[config.mk]
export PLATFORM = sky130hd
export DESIGN_NAME = mdu_iterative
export DESIGN_NICKNAME = d
export VERILOG_FILES = /design/src/rtl/mdu_iterative.sv
export SDC_FILE = /design/constraint.sdc
export NUM_CORES = 1
export LEC_CHECK = 0
export CORE_UTILIZATION = 40
export DETAILED_ROUTE_END_ITERATION = 7
export SETUP_SLACK_MARGIN = 0.15
export SYNTH_ARGS = -nofsm -noshare
export SYNTH_HDL_FRONTEND = slang
export SYNTH_SLANG_ARGS = --single-unit
[constraint.sdc]
create_clock -name clk -period 4.05 [get_ports clk]
set_clock_uncertainty 0.2 [all_clocks]
set_input_delay 0.81 -clock clk [delete_from_list [all_inputs] [get_ports clk]]
set_output_delay 0.81 -clock clk [all_outputs]
set_load 0.02 [all_outputs]
[src/rtl/mdu_iterative.sv]
// Iterative multiply/divide unit with HI/LO registers: 32-cycle shift-add multiply,
// 32-cycle restoring divide on operand magnitudes, and a final sign-fix cycle.
// IDLE: waiting, mthi/mtlo | CALC: one iteration per cycle | FIX: sign fix, HI/LO write
module mdu_iterative (
  input  logic        clk,
  input  logic        rst_n,
  input  logic [2:0]  MDCode,
  input  logic        Start,
  input  logic [31:0] A,
  input  logic [31:0] B,
  input  logic        Flush,
  output logic        Busy,
  output logic        Done,
  output logic [31:0] HI,
  output logic [31:0] LO
);

  typedef enum logic [1:0] {IDLE, CALC, FIX} state_t;

  state_t      state_q, state_d;
  logic [4:0]  cnt_q, cnt_d;
  logic [63:0] acc_q, acc_d;
  logic [31:0] opnd_q, opnd_d;
  logic        is_div_q, is_div_d;
  logic        neg_res_q, neg_res_d;
  logic        neg_rem_q, neg_rem_d;
  logic        dvz_q, dvz_d;
  logic [31:0] hi_q, hi_d, lo_q, lo_d;
  logic        done_q, done_d;

  logic        a_neg, b_neg;
  logic [31:0] a_mag, b_mag;
  logic [32:0] msum;
  logic [63:0] mult_next;
  logic [32:0] dshift;
  logic        dge;
  logic [31:0] dsub;
  logic [63:0] div_next;
  logic [63:0] prod_fix;
  logic [31:0] quot_fix, rem_fix;

  assign a_neg = ~MDCode[0] & A[31];
  assign b_neg = ~MDCode[0] & B[31];
  assign a_mag = a_neg ? -A : A;
  assign b_mag = b_neg ? -B : B;

  // Multiply: acc = {partial product, remaining multiplier bits}
  assign msum      = {1'b0, acc_q[63:32]} + (acc_q[0] ? {1'b0, opnd_q} : 33'd0);
  assign mult_next = {msum, acc_q[31:1]};

  // Divide: acc = {partial remainder, dividend bits shifting into quotient}
  assign dshift   = {acc_q[63:32], acc_q[31]};
  assign dge      = dshift >= {1'b0, opnd_q};
  assign dsub     = dshift[31:0] - opnd_q;
  assign div_next = {(dge ? dsub : dshift[31:0]), acc_q[30:0], dge};

  assign prod_fix = neg_res_q ? -acc_q : acc_q;
  assign quot_fix = neg_res_q ? -acc_q[31:0] : acc_q[31:0];
  assign rem_fix  = neg_rem_q ? -acc_q[63:32] : acc_q[63:32];

  always_comb begin
    state_d   = state_q;
    cnt_d     = cnt_q;
    acc_d     = acc_q;
    opnd_d    = opnd_q;
    is_div_d  = is_div_q;
    neg_res_d = neg_res_q;
    neg_rem_d = neg_rem_q;
    dvz_d     = dvz_q;
    hi_d      = hi_q;
    lo_d      = lo_q;
    done_d    = 1'b0;
    case (state_q)
      IDLE: begin
        if (Start && !Flush) begin
          if (!MDCode[2]) begin
            is_div_d  = MDCode[1];
            neg_res_d = a_neg ^ b_neg;
            neg_rem_d = a_neg;
            dvz_d     = (B == 32'd0);
            acc_d     = MDCode[1] ? {32'd0, a_mag} : {32'd0, b_mag};
            opnd_d    = MDCode[1] ? b_mag : a_mag;
            cnt_d     = 5'd0;
            state_d   = CALC;
          end else if (MDCode == 3'b100) begin
            hi_d = A;
          end else if (MDCode == 3'b101) begin
            lo_d = A;
          end
        end
      end
      CALC: begin
        if (Flush) begin
          state_d = IDLE;
        end else begin
          acc_d = is_div_q ? div_next : mult_next;
          cnt_d = cnt_q + 5'd1;
          if (cnt_q == 5'd31) state_d = FIX;
        end
      end
      FIX: begin
        state_d = IDLE;
        if (!Flush) begin
          if (is_div_q) begin
            hi_d = rem_fix;
            lo_d = dvz_q ? 32'hFFFF_FFFF : quot_fix;
          end else begin
            {hi_d, lo_d} = prod_fix;
          end
          done_d = 1'b1;
        end
      end
      default: state_d = IDLE;
    endcase
  end

  always_ff @(posedge clk) begin
    if (!rst_n) begin
      state_q   <= IDLE;
      cnt_q     <= 5'd0;
      acc_q     <= 64'd0;
      opnd_q    <= 32'd0;
      is_div_q  <= 1'b0;
      neg_res_q <= 1'b0;
      neg_rem_q <= 1'b0;
      dvz_q     <= 1'b0;
      hi_q      <= 32'd0;
      lo_q      <= 32'd0;
      done_q    <= 1'b0;
    end else begin
      state_q   <= state_d;
      cnt_q     <= cnt_d;
      acc_q     <= acc_d;
      opnd_q    <= opnd_d;
      is_div_q  <= is_div_d;
      neg_res_q <= neg_res_d;
      neg_rem_q <= neg_rem_d;
      dvz_q     <= dvz_d;
      hi_q      <= hi_d;
      lo_q      <= lo_d;
      done_q    <= done_d;
    end
  end

  assign Busy = (state_q != IDLE);
  assign Done = done_q;
  assign HI   = hi_q;
  assign LO   = lo_q;

endmodule

==> results.json <==
{
  "status": "finished clean",
  "cp-startpoint": "acc_q[0]$_SDFFE_PN0P_",
  "antenna_found_initial": 0,
  "yosys_most_used_dff": "dfxtp_1",
  "period_needed_ns": 3.797,
  "ys_async_sr_fraction_pct": 0,
  "drive_above_1_share_pct": 9.791,
  "drc": 0,
  "reg2reg_from": "acc_q[0]$_SDFFE_PN0P_",
  "cpLargestDelayFamily": "compound AO/OA/AOI/OAI gates",
  "setup_viol": 0,
  "rows": 70,
  "firstDrtPassIters": 5,
  "hold_path_class": "register to register",
  "ys.warnings.count": 0,
  "numCtsBuffers": 17,
  "synth_nets": 2182,
  "slew-limit-headroom_pct": 27.78,
  "wl_per_cell_um": 22.12,
  "avgSynthCellArea_um2": 7.320,
  "nets": 2326,
  "fmax_ghz": 0.2634,
  "place_inst": 2629,
  "worstSetupEndpoint": "acc_q[60]$_SDFFE_PN0P_",
  "slowest_stage": "a311oi_1",
  "core_area_mm2": 0.03670,
  "io_buffers": 136,
  "period_share_pct": 93.75,
  "overflow": 0,
  "power.total_w": 0.004919,
  "dieWidth_um": 195.2,
  "grt_first_pass_wirelength_mm": 89.59,
  "reg2reg_setup_slack_ns": 0.25,
  "crit_fanout": 7,
  "comb_power_share_pct": 26.7,
  "tritoncts": "built",
  "startpoint_type": "register",
  "tightest_slew_ns": 1.079,
  "area_growth_pct": 20.98,
  "r2r-end": "acc_q[60]$_SDFFE_PN0P_",
  "synth_seq_cells": 172,
  "clock_path_buffers": 2,
  "rsz0062_at_grt": "no",
  "ir_drop_mv": 0.2963,
  "grt_max_degree": 95,
  "cp.required_ns": 4.24,
  "crit_top_cell": "o21ai_0",
  "yosysUniqueCellTypes": 90,
  "synth_enable_flop_cells": 0,
  "instances_no_fill": 2664,
  "maxCapViolCount": 0,
  "r2r_cells": 14,
  "drt_iter0_drc": 1424,
  "drv_slew": 0,
  "start_util_pct": 40.67,
  "fin_util_pct": 49.21,
  "root_buffer": "clkbuf_16",
  "yosysMostFrequentCell": "nand2_1",
  "cp_num_buf_inv": 2,
  "track_usage_pct": 30.63,
  "vias": 16017,
  "synth_area_leaders": "dfxtp_1 23%, xnor2_1 6.1%, ha_1 5.9%",
  "place_area_mm2": 0.01726,
  "place.gp.congestion": 0.9482,
  "slowest_delay_ns": 0.49,
  "powerDensity_mw_per_mm2": 272.4,
  "synth_top_area_share_pct": 23.07,
  "finalHoldViolCount": 0,
  "cp.arrival_ns": 3.98,
  "p_sw_share_pct": 36.43,
  "cp-end-kind": "register",
  "ctsHtreeMaxLevel": 4,
  "p_int_w": 0.003127,
  "wl_mm": 58.92,
  "whs_ns": 0.2507,
  "p_sw_w": 0.001792,
  "dp_hpwl_mm": 46.11,
  "worstSkewPairLatency_ns": 0.47,
  "p_leak_nw": 7.255,
  "ant_nets": 0,
  "path_class": "register to register",
  "critical_path_depth": 14,
  "postSynthCellCount": 2039,
  "via_per_inst": 6.012,
  "die_h_um": 195.2,
  "synthTopCellsByCount": "229 x nand2_1, 189 x nor2_1, 174 x o21ai_0, 172 x a21oi_1, 172 x dfxtp_1",
  "cts_hold_buf": 0,
  "clkSlewWorstSetupHoldPaths_ns": 0.08,
  "io_pins": 137,
  "final_area_mm2": 0.01806,
  "antenna_cells": 0,
  "grt_pass1_vias": 15042,
  "synth_top_cell_by_area": "dfxtp_1",
  "syn_area_mm2": 0.01493,
  "seq_area_frac_synth_pct": 23.07,
  "seq_power_share_pct": 36.6,
  "path_cells": "clkinvlp_4, buf_4, nor2_1, ha_1, o21ai_0, o21ai_0, nand3_1, a311oi_1, a211o_1, a31oi_4, or3_1, o2111ai_1, o211ai_1, a31oi_1",
  "p_clk_share_pct": 36.7,
  "clock-sinks": 172,
  "die_area_mm2": 0.03809
}
[kinds of logic (layout without fill, tap and decap cells)]
family                     after synthesis  after routing  share of synthesized area (%)
DFF                                    172            172                          23.07
buffers and inverters                  208            365                          5.742
AOI/OAI and AO/OA                      683            683                          29.63
and+or+nand+nor                        670            670                          21.15
muxes                                   62             62                          4.175
adders and majority gates               72             72                          6.136
xor gates and xnor gates               172            172                          10.09
[worst reg2reg max path, delay by kind of cell, from the launching register on]
| family | cells | cell delay (ns) |
|---|---|---|
| adder cells (fa/ha/maj) | 1 | 0.21 |
| buffers and inverters | 2 | 0.40 |
| AND/OR/NAND/NOR | 3 | 0.68 |
| flip-flops | 1 | 0.37 |
| AO/OA/AOI/OAI | 8 | 1.87 |
[flip-flops by register name, summed over array words and instances (netlist names)]
| register | flops |
|---|---|
| acc_q | 64 |
| cnt_q | 5 |
| dvz_q | 1 |
| opnd_q | 32 |
| LO | 32 |
| neg_res_q | 1 |
| state_q | 2 |
| neg_rem_q | 1 |
| Done | 1 |
| HI | 32 |
| is_div_q | 1 |
[power by group through the flow]
stage / Sequential (W) / Clock, W / Combinational, W
after global routing: 0.00181 / 0.00188 / 0.00140
after detailed placement: 0.00184 / 0 / 0.00128
after CTS: 0.00180 / 0.00182 / 0.00129
final: 0.00180 / 0.00181 / 0.00131
after global placement: 0.00184 / 0 / 0.00128
after floorplan: 0.00181 / 0 / 0.000821
[per-stage QoR]
stage	setup slack, ns	TNS (ns)
2_1_floorplan	0.5857	0
3_3_place_gp	-0.07764	-0.07764
3_5_place_dp	-0.07722	-0.07722
4_1_cts	0.1359	0
5_1_grt	0.1578	0
6_report	0.2529	0
[per-layer routing]
| layer | wire length, um | global-route usage (%) | share of wire [%] |
|---|---|---|---|
| met1 | 25700 | 40.87 | 44 |
| met2 | 27080 | 50.24 | 46 |
| met3 | 3494 | 2.936 | 5.9 |
| met4 | 2644 | 13.09 | 4.5 |
| met5 | 0 | 0 | 0 |
[cell usage in the layout (no fill, tap or decap), types with 28 or more instances in the layout]
cell / instances
a21boi_0: 36
a21o_1: 30
a21oi_1: 169
a31oi_1: 28
buf_4: 122
clkdlybuf4s50_1: 134
dfxtp_1: 170
ha_1: 69
inv_1: 70
mux2i_1: 60
nand2_1: 229
nand3_1: 48
nor2_1: 188
nor2b_1: 38
nor3_1: 37
o211ai_1: 50
o21ai_0: 174
xnor2_1: 104
xor2_1: 68
[final cells by class]
| type | count | area [um2] |
|---|---|---|
| Clock buffer | 17 | 425.4 |
| Clock inverter | 15 | 209.0 |
| Fill cell | 3647 | 18640 |
| Inverter | 73 | 277.8 |
| Multi-Input combinational cell | 1659 | 10790 |
| Sequential cell | 172 | 3451 |
| Tap cell | 468 | 585.6 |
| Timing Repair Buffer | 260 | 2322 |
[timing repair]
action,CTS,global route
gates resized for setup,4,22
setup buffers,0,3
endpoints found under the setup margin,2,19
pin swaps,0,8
[worst min path at each step]
stage                              end  depth (start not counted)               startpoint  slack [ns]
6_report           HI[19]$_SDFFE_PN0P_                          2      HI[19]$_SDFFE_PN0P_        0.25
3_3_place_gp       HI[19]$_SDFFE_PN0P_                          2      HI[19]$_SDFFE_PN0P_        0.24
2_1_floorplan  opnd_q[30]$_SDFFE_PN0P_                          2  opnd_q[30]$_SDFFE_PN0P_        0.24
3_5_place_dp       HI[19]$_SDFFE_PN0P_                          2      HI[19]$_SDFFE_PN0P_        0.24
5_1_grt         opnd_q[9]$_SDFFE_PN0P_                          2   opnd_q[9]$_SDFFE_PN0P_        0.29
4_1_cts            HI[19]$_SDFFE_PN0P_                          2      HI[19]$_SDFFE_PN0P_        0.26
No activity file was read; power rests on OpenSTA's default activity.
